File: src/rtl/fifo_write_arbiter.sv
// Round-robin, packet-locking arbiter sharing one fifo_memory write port between NUM_REQ producers.
// Optional per-producer statistics counters are built when FIFO_ARB_STATS_EN is defined.
module fifo_write_arbiter #(
    parameter int DATA_WIDTH = 8,
    parameter int NUM_REQ    = 4,
    parameter int MAX_BURST  = 8
) (
    input  logic                                       clk,
    input  logic                                       rstn,
    input  logic [NUM_REQ-1:0]                         req_valid,
    input  logic [NUM_REQ-1:0]                         req_last,
    input  logic [NUM_REQ*DATA_WIDTH-1:0]              req_data,
    output logic [NUM_REQ-1:0]                         req_ready,
    input  logic                                       fifo_full,
    output logic                                       fifo_write_enable,
    output logic [DATA_WIDTH-1:0]                      fifo_write_data,
    output logic [((NUM_REQ > 1) ? $clog2(NUM_REQ) : 1)-1:0] grant_id,
    output logic                                       burst_trunc,
    output logic [NUM_REQ*16-1:0]                      stat_beats,
    output logic [15:0]                                stat_full_stalls
);

    localparam int ID_W = (NUM_REQ > 1) ? $clog2(NUM_REQ) : 1;
    localparam logic [7:0] MAX_BURST_B = 8'(MAX_BURST);

    typedef enum logic {
        ST_IDLE = 1'b0,
        ST_LOCK = 1'b1
    } state_t;

    state_t              state_reg;
    logic [ID_W-1:0]     rr_ptr_reg;
    logic [ID_W-1:0]     owner_reg;
    logic [7:0]          beat_cnt_reg;
    logic                burst_trunc_reg;

    logic [2*NUM_REQ-1:0]  dbl_valid;
    logic [NUM_REQ-1:0]    rot_valid;
    logic [ID_W-1:0]       cand;
    logic                  cand_valid;
    logic                  cand_last;
    logic [DATA_WIDTH-1:0] cand_data;
    logic                  grant;
    int                    cand_off;
    int                    cand_idx;

    function automatic logic [ID_W-1:0] next_id(input logic [ID_W-1:0] id);
        logic [ID_W-1:0] nxt;
        if (int'(id) >= NUM_REQ - 1) begin
            nxt = '0;
        end else begin
            nxt = id + 1'b1;
        end
        return nxt;
    endfunction

    // Rotating the valid vector by rr_ptr turns "first from rr_ptr upward" into "lowest set bit".
    assign dbl_valid = {req_valid, req_valid} >> rr_ptr_reg;
    assign rot_valid = dbl_valid[NUM_REQ-1:0];

    always_comb begin
        cand     = rr_ptr_reg;
        cand_off = 0;
        cand_idx = 0;
        if (state_reg == ST_LOCK) begin
            cand = owner_reg;
        end else begin
            for (int k = NUM_REQ - 1; k >= 0; k--) begin
                if (rot_valid[k]) begin
                    cand_off = k;
                end
            end
            cand_idx = int'(rr_ptr_reg) + cand_off;
            if (cand_idx >= NUM_REQ) begin
                cand_idx = cand_idx - NUM_REQ;
            end
            cand = ID_W'(cand_idx);
        end
    end

    always_comb begin
        cand_valid = 1'b0;
        cand_last  = 1'b0;
        cand_data  = '0;
        for (int i = 0; i < NUM_REQ; i++) begin
            if (int'(cand) == i) begin
                cand_valid = req_valid[i];
                cand_last  = req_last[i];
                cand_data  = req_data[i*DATA_WIDTH +: DATA_WIDTH];
            end
        end
    end

    // Reset and full both gate the transfer combinationally; nothing reaches a full FIFO.
    assign grant             = rstn && !fifo_full && cand_valid;
    assign fifo_write_enable = grant;
    assign fifo_write_data   = grant ? cand_data : '0;
    assign grant_id          = grant ? cand : '0;
    assign burst_trunc       = burst_trunc_reg;

    generate
        for (genvar gi = 0; gi < NUM_REQ; gi++) begin : g_ready
            assign req_ready[gi] = grant && (cand == ID_W'(gi));
        end
    endgenerate

    always_ff @(posedge clk or negedge rstn) begin
        if (!rstn) begin
            state_reg       <= ST_IDLE;
            rr_ptr_reg      <= '0;
            owner_reg       <= '0;
            beat_cnt_reg    <= 8'd0;
            burst_trunc_reg <= 1'b0;
        end else begin
            burst_trunc_reg <= 1'b0;
            if (grant) begin
                if (state_reg == ST_IDLE) begin
                    if (cand_last || (MAX_BURST_B == 8'd1)) begin
                        rr_ptr_reg      <= next_id(cand);
                        burst_trunc_reg <= !cand_last;
                    end else begin
                        state_reg    <= ST_LOCK;
                        owner_reg    <= cand;
                        beat_cnt_reg <= 8'd1;
                    end
                end else begin
                    if (cand_last || (beat_cnt_reg + 8'd1 == MAX_BURST_B)) begin
                        state_reg       <= ST_IDLE;
                        rr_ptr_reg      <= next_id(owner_reg);
                        beat_cnt_reg    <= 8'd0;
                        burst_trunc_reg <= !cand_last;
                    end else begin
                        beat_cnt_reg <= beat_cnt_reg + 8'd1;
                    end
                end
            end
        end
    end

`ifdef FIFO_ARB_STATS_EN
    logic [15:0] stalls_reg;

    generate
        for (genvar gi = 0; gi < NUM_REQ; gi++) begin : g_stat
            logic [15:0] beats_reg;
            always_ff @(posedge clk or negedge rstn) begin
                if (!rstn) begin
                    beats_reg <= 16'd0;
                end else if (req_ready[gi] && req_valid[gi] && (beats_reg != 16'hFFFF)) begin
                    beats_reg <= beats_reg + 16'd1;
                end
            end
            assign stat_beats[gi*16 +: 16] = beats_reg;
        end
    endgenerate

    always_ff @(posedge clk or negedge rstn) begin
        if (!rstn) begin
            stalls_reg <= 16'd0;
        end else if ((|req_valid) && fifo_full && (stalls_reg != 16'hFFFF)) begin
            stalls_reg <= stalls_reg + 16'd1;
        end
    end
    assign stat_full_stalls = stalls_reg;
`else
    assign stat_beats       = '0;
    assign stat_full_stalls = 16'd0;
`endif

endmodule

File: config.mk
export PLATFORM = sky130hd
export DESIGN_NAME = fifo_write_arbiter
export DESIGN_NICKNAME = d
export VERILOG_FILES = /design/src/rtl/fifo_write_arbiter.sv
export SDC_FILE = /design/constraint.sdc
export NUM_CORES = 1
export LEC_CHECK = 0
export CAP_MARGIN = 10
export CORE_UTILIZATION = 39
export DETAILED_ROUTE_END_ITERATION = 7
export PLACE_DENSITY = 0.93
export REMOVE_ABC_BUFFERS = 1
export SLEW_MARGIN = 5
export SYNTH_ARGS = -nofsm -noshare
export SYNTH_HDL_FRONTEND = slang
export SYNTH_SLANG_ARGS = --single-unit
File: constraint.sdc
create_clock -name clk -period 6.3 [get_ports clk]
set_input_delay 0.63 -clock clk [delete_from_list [all_inputs] [get_ports clk]]
set_output_delay 0.63 -clock clk [all_outputs]
set_load 0.01 [all_outputs]
# Yosys cells after proc, flatten, opt, wreduce, memory -nomap -nowiden
# Index checks and enable logic that the tools add are counted.
word_totals:
  ff_bits: 14
  output_inout_bits: 96
  wordCells: 76
classes:
  n_addsub: 5
  order_cmp: 3
  n_eq_ne: 9
  n_shift: 1
  n_mux: 36
  bitwise_logic: 2
  reduce_logical: 15
ops:
  columns: ["op", "n"]
  rows:
  - ["$mux 32", 4]
  - ["$mux 8", 8]
  - ["$add 3x32->32", 1]
  - ["$ge 32x4->1 const B", 1]
  - ["$mux 2", 9]
  - ["$mux 1", 15]
  - ["$add 8x1->8 const B", 1]
  - ["$eq 2x2->1 const B", 4]
  - ["$eq 8x4->1 const B", 1]
  - ["$shr 8x2->4", 1]
  - ["$logic_and 1x1->1", 6]
  - ["$reduce_and 3->1", 2]
  - ["$add 2x1->2 const B", 2]
  - ["$eq 2x1->1 const B", 2]
  - ["$ge 2x2->1 const B", 2]
  - ["$logic_not 2->1", 2]
  - ["$logic_not 1->1", 2]
  - ["$ne 2x1->1 const B", 1]
  - ["$ne 2x2->1 const B", 1]
  - ["$not 1->1", 2]
  - ["$reduce_and 2->1", 1]
  - ["$reduce_bool 2->1", 1]
  - ["$sub 2x1->2 const B", 1]
  - ["$logic_or 1x1->1", 1]

# Longest topological paths before layout
depth:
  word_depth: 19
  depth_mapped: 18
  ltp_nobuf: 16

# Worst setup path before layout
# No wires, ideal clock.
synth_timing:
  path_type: "input port to output port"
  from: "input req_valid[2]"
  to: "output fifo_write_data[0]"
  t_arrival_ns: 3.186
  required_ns: 5.670
  setup_slack_ns: 2.484
  path_stages: 16
  path_cell_list: "buf_4 nor2b_1 a21oi_1 o22ai_1 nor2_1 a21oi_1 ha_1 xnor2_1 xnor2_1 o21ai_0 ha_1 clkbuf_1 o21ai_1 nand2_4 clkbuf_1 nor2_1"
synth_between:
  elab_chain_cells: 17
  word_cells_on_any_way: 25
synth_lines:
  columns: ["element", "line", "source"]
  rows:
  - ["from (decl)", "10", "input logic [NUM_REQ-1:0] req_valid,"]
  - ["$shr 8x2->4", "58", "assign dbl_valid = {req_valid, req_valid} >> rr_ptr_reg;"]
  - ["$mux 2", "69", "if (rot_valid[k]) begin"]
  - ["$mux 32 (3 in series)", "69", null]
  - ["$mux 32", "65", "if (state_reg == ST_LOCK) begin"]
  - ["$add 3x32->32", "73", "cand_idx = int'(rr_ptr_reg) + cand_off;"]
  - ["$ge 32x4->1 / $sub 2x1->2 (equally long branches)", "74, 75", null]
  - ["$mux 2", "74", "if (cand_idx >= NUM_REQ) begin"]
  - ["$mux 2", "65", null]
  - ["$logic_not 2->1", "86", "if (int'(cand) == i) begin"]
  - ["$mux 1 (4 in series)", "86", null]
  - ["$logic_and 1x1->1", "95", "assign grant = rstn && !fifo_full && cand_valid;"]
  - ["$mux 8 *", "97", "assign fifo_write_data = grant ? cand_data : '0;"]
  - ["to (decl)", "16", "output logic [DATA_WIDTH-1:0] fifo_write_data,"]
# Mark *: on every way between the ends. The rest lies on a longest branch, timed or not. The select of a mux whose other input is x is not followed.

# Final worst setup path
layout_timing:
  from: "input req_valid[2]"
  to: "output grant_id[1] in the netlist's numbering"
layout_between:
  elab_chain_cells: 17
  word_cells_on_any_way: 21
layout_lines:
  columns: ["element", "line", "source"]
  rows:
  - ["$shr 8x2->4 *", "58", null]
  - ["$mux 2", "69", null]
  - ["$mux 32 (2 in series)", "69", null]
  - ["$mux 32 *", "69", null]
  - ["$mux 32 *", "65", null]
  - ["$add 3x32->32 *", "73", null]
  - ["$ge 32x4->1 / $sub 2x1->2 (equally long branches)", "74, 75", null]
  - ["$mux 2 *", "74", null]
  - ["$mux 2 *", "65", null]
  - ["via cand[1]", "39", "logic [ID_W-1:0] cand;"]
  - ["$logic_not 2->1", "86", null]
  - ["$mux 1 (4 in series)", "86", null]
  - ["$logic_and 1x1->1", "95", null]
  - ["$mux 2 *", "98", "assign grant_id = grant ? cand : '0;"]
  - ["to (decl)", "17", "output logic [((NUM_REQ > 1) ? $clog2(NUM_REQ) : 1)-1:0] grant_id,"]
# Mark *: on every way through the listed nets, which the timed path passes. The rest lies on a longest branch. The select of a mux whose other input is x is not followed.

==> metrics <==
run status=finished clean; Layout Utilization=a little under half; critical path endpoint category=output pin; dominant cells by area after synthesis=buf_4 (29%), dfrtp_1 (17%), nor2b_1 (4.8%); overflow left after global routing=0; area grow syn2layout=18.2%; WHS Path Cells=1; CP max FO=23; Antenna diodes=0; Post-synth EDFFs=0; RePlAce Congestion=0.931; Root Buffer=clkbuf_8; Largest register FFs=8; worst-skew pair later-pin latency=~0.26 ns; Post-CTS Hold Buffers=0; R2R Path Start=rr_ptr_reg[1]; Worst Skew=around 0.002 ns; placement-stage cell area=between 2000 and 2500 µm²; # rows=26; FF-to-FF path depth=15; Pre-antenna DRT Iters=4; min-delay worst type=reg2reg; Initial Util=around 40%; fmax=approximately 180 MHz; Max-Cap Viols=0; CTS clk-pin slew, worst paths=0.06 ns; routed wire length=4.81 mm; critical path type=in2out; area share of the largest cell type after synthesis=between 20% and 30%; die width=74.8 µm; Leak=1.09 nW; #FFs+latches synth=14; vias in the first global route=1,616; Routed WL per cell=~12 µm; DRT iter0 DRCs=227; Setup TNS=0 ns; warnings from Yosys=0; Syn Area/Cell=just under 8 µm²; antenna violations before repair=0; worst hold start=owner_reg[1]; Clock Sinks=14; final hold violations=0; Final Critical Period=around 5.6 ns; pwr dens=430 nW/µm²; I/O Pins=about 140; Post-CTS Setup Bufs=0; RSZ-0062 raised after global routing=no; die area=approximately 5600 µm²; Synth Flop Type=dfrtp_1; first-pass GRT wire length=between 7 and 8 mm; residual DRC count=0; CTS H-tree lvls=1; Peak supply drop=about 0.16 mV; fin. max-slew vios=0; Req. time, crit path=approximately 5.7 ns; Synth Instances=between 200 and 300; CTS tree=done; CP arrival=5.00 ns; Startpoint Class=primary input; largest net degree at the start of global routing=24; die height=74.8 µm; Reg2Reg Setup Slack=2.13 ns; design area=2440 µm²; share of layout cells above drive strength 1=under 10%; worst rel slew slack=between 40% and 50%; Bufs on Longest Clock Path=2; Vias=1,842; Distinct cells, synth=between 40 and 50; port buffer count=slightly below 60; number of routed nets with antenna violations=0; All-Layer GR Usage=approximately 17%; worst hold endpoint=owner_reg[1]; total CTS buffers=3; mapped cell area=2070 µm²; hpwl dp=roughly 3.7 mm; period utilization=between 80% and 90%; final setup fails=0; final net count=between 300 and 400; ys async rst share=100%; # resized after CTS=0; Yosys top cell by area=buf_4; Floorplan Core Area=~5100 µm²; worst-margin pin slew=~0.76 ns; worst reg2reg endpoint=beat_cnt_reg[1]; Critical path origin=req_valid[2]; via/cell ratio=4.78; register area share after synthesis=between 10% and 20%
-- cell type report --
class | count | area (µm²)
well taps | 70 | 87.6
fillers | 489 | 2670
repair buffers | 58 | 581
inverters | 5 | 18.8
multi-input cells | 234 | 1350
flip-flops and latches | 14 | 350
clock buffers | 4 | 55.1
-- stage by stage --
step / hold WS [ns] / cells / power (mW) / setup slack [ns]
detailed placement: 0.557 / 381 / 0.949 / 0.726
global route: 0.598 / 385 / 1.15 / 0.339
finish: 0.564 / 385 / 1.05 / 0.668
global placement: 0.513 / 381 / 0.927 / 0.897
floorplan: 0.334 / 253 / 0.730 / 2.30
CTS: 0.570 / 385 / 1.05 / 0.701
-- kinds of logic after synthesis --
group / synth area share (%)
AOI/OAI and AO/OA: 20.3
xor gates and xnor gates: 1.27
adders and majority gates: 4.24
buffers and inverters: 32.1
DFF: 16.9
muxes: 4.18
other: 0.181
and+or+nand+nor: 20.8
-- how the worst max path moves through the flow --
stage                     slack [ns]          end  cells after the start
final                           0.67  grant_id[1]                     17
after floorplan                 2.30  grant_id[1]                     15
after detailed placement        0.73  grant_id[1]                     17
after global routing            0.34  grant_id[1]                     17
after global placement          0.90  grant_id[1]                     17
after CTS                       0.70  grant_id[1]                     17
-- metal layers --
metal  vias up  part of all wire [%]  GRT usage, %
li1        870                     -             -
met1       854                    37          17.5
met2       106                    49          31.6
met3        12                    11          4.42
met4         0                   2.4          9.01
met5         -                     0             0
-- placed cells by master (no fill, tap or decap), types with 4 or more instances in the layout --
master and count:
nand2_1 9, dfrtp_1 14, ha_1 7, clkdlybuf4s50_1 58
inv_1 4, nor3_1 10, nor2_1 18, nand3_1 8
nor2b_1 16, mux2_2 5, conb_1 80, o21ai_0 10
a221oi_1 9, clkbuf_8 4, a21oi_1 13
-- synth_stat cells (all sizes together), types with 2 or more instances --
cell type / n
buf: 83
nor2: 18
nor2b: 16
dfrtp: 14
a21oi: 13
o21ai: 12
nor3: 11
nand2: 10
a221oi: 9
nand3: 8
clkbuf: 7
ha: 7
inv: 5
mux2: 5
a221o: 3
a22o: 3
and2: 3
and3: 3
mux2i: 3
xnor2: 3
a21boi: 2
a2bb2oi: 2
nand2b: 2
nand4: 2
o2bb2ai: 2
-- worst max-delay path: stages --
cell,delay (ns)
clkdlybuf4s50_1,0.64
nand2_1,0.09
a21oi_1,0.17
o22ai_1,0.09
nor2_1,0.09
a21oi_1,0.06
ha_1,0.21
xnor2_1,0.14
xnor2_1,0.32
o21a_1,0.20
ha_1,0.66
nor3b_2,0.13
nor4b_4,0.45
nand2_4,0.23
inv_2,0.16
o211a_1,0.18
clkdlybuf4s50_1,0.54
-- report_power, final --
group / internal [mW] / switching (mW) / total (mW) / leakage [nW]
clock: 0.0557 / 0.0381 / 0.0937 / 0.0288
sequential: 0.124 / 0.0624 / 0.187 / 0.164
combinational: 0.333 / 0.438 / 0.771 / 0.896
total: 0.513 / 0.539 / 1.05 / 1.09
Power figures use the tool's default switching activity.
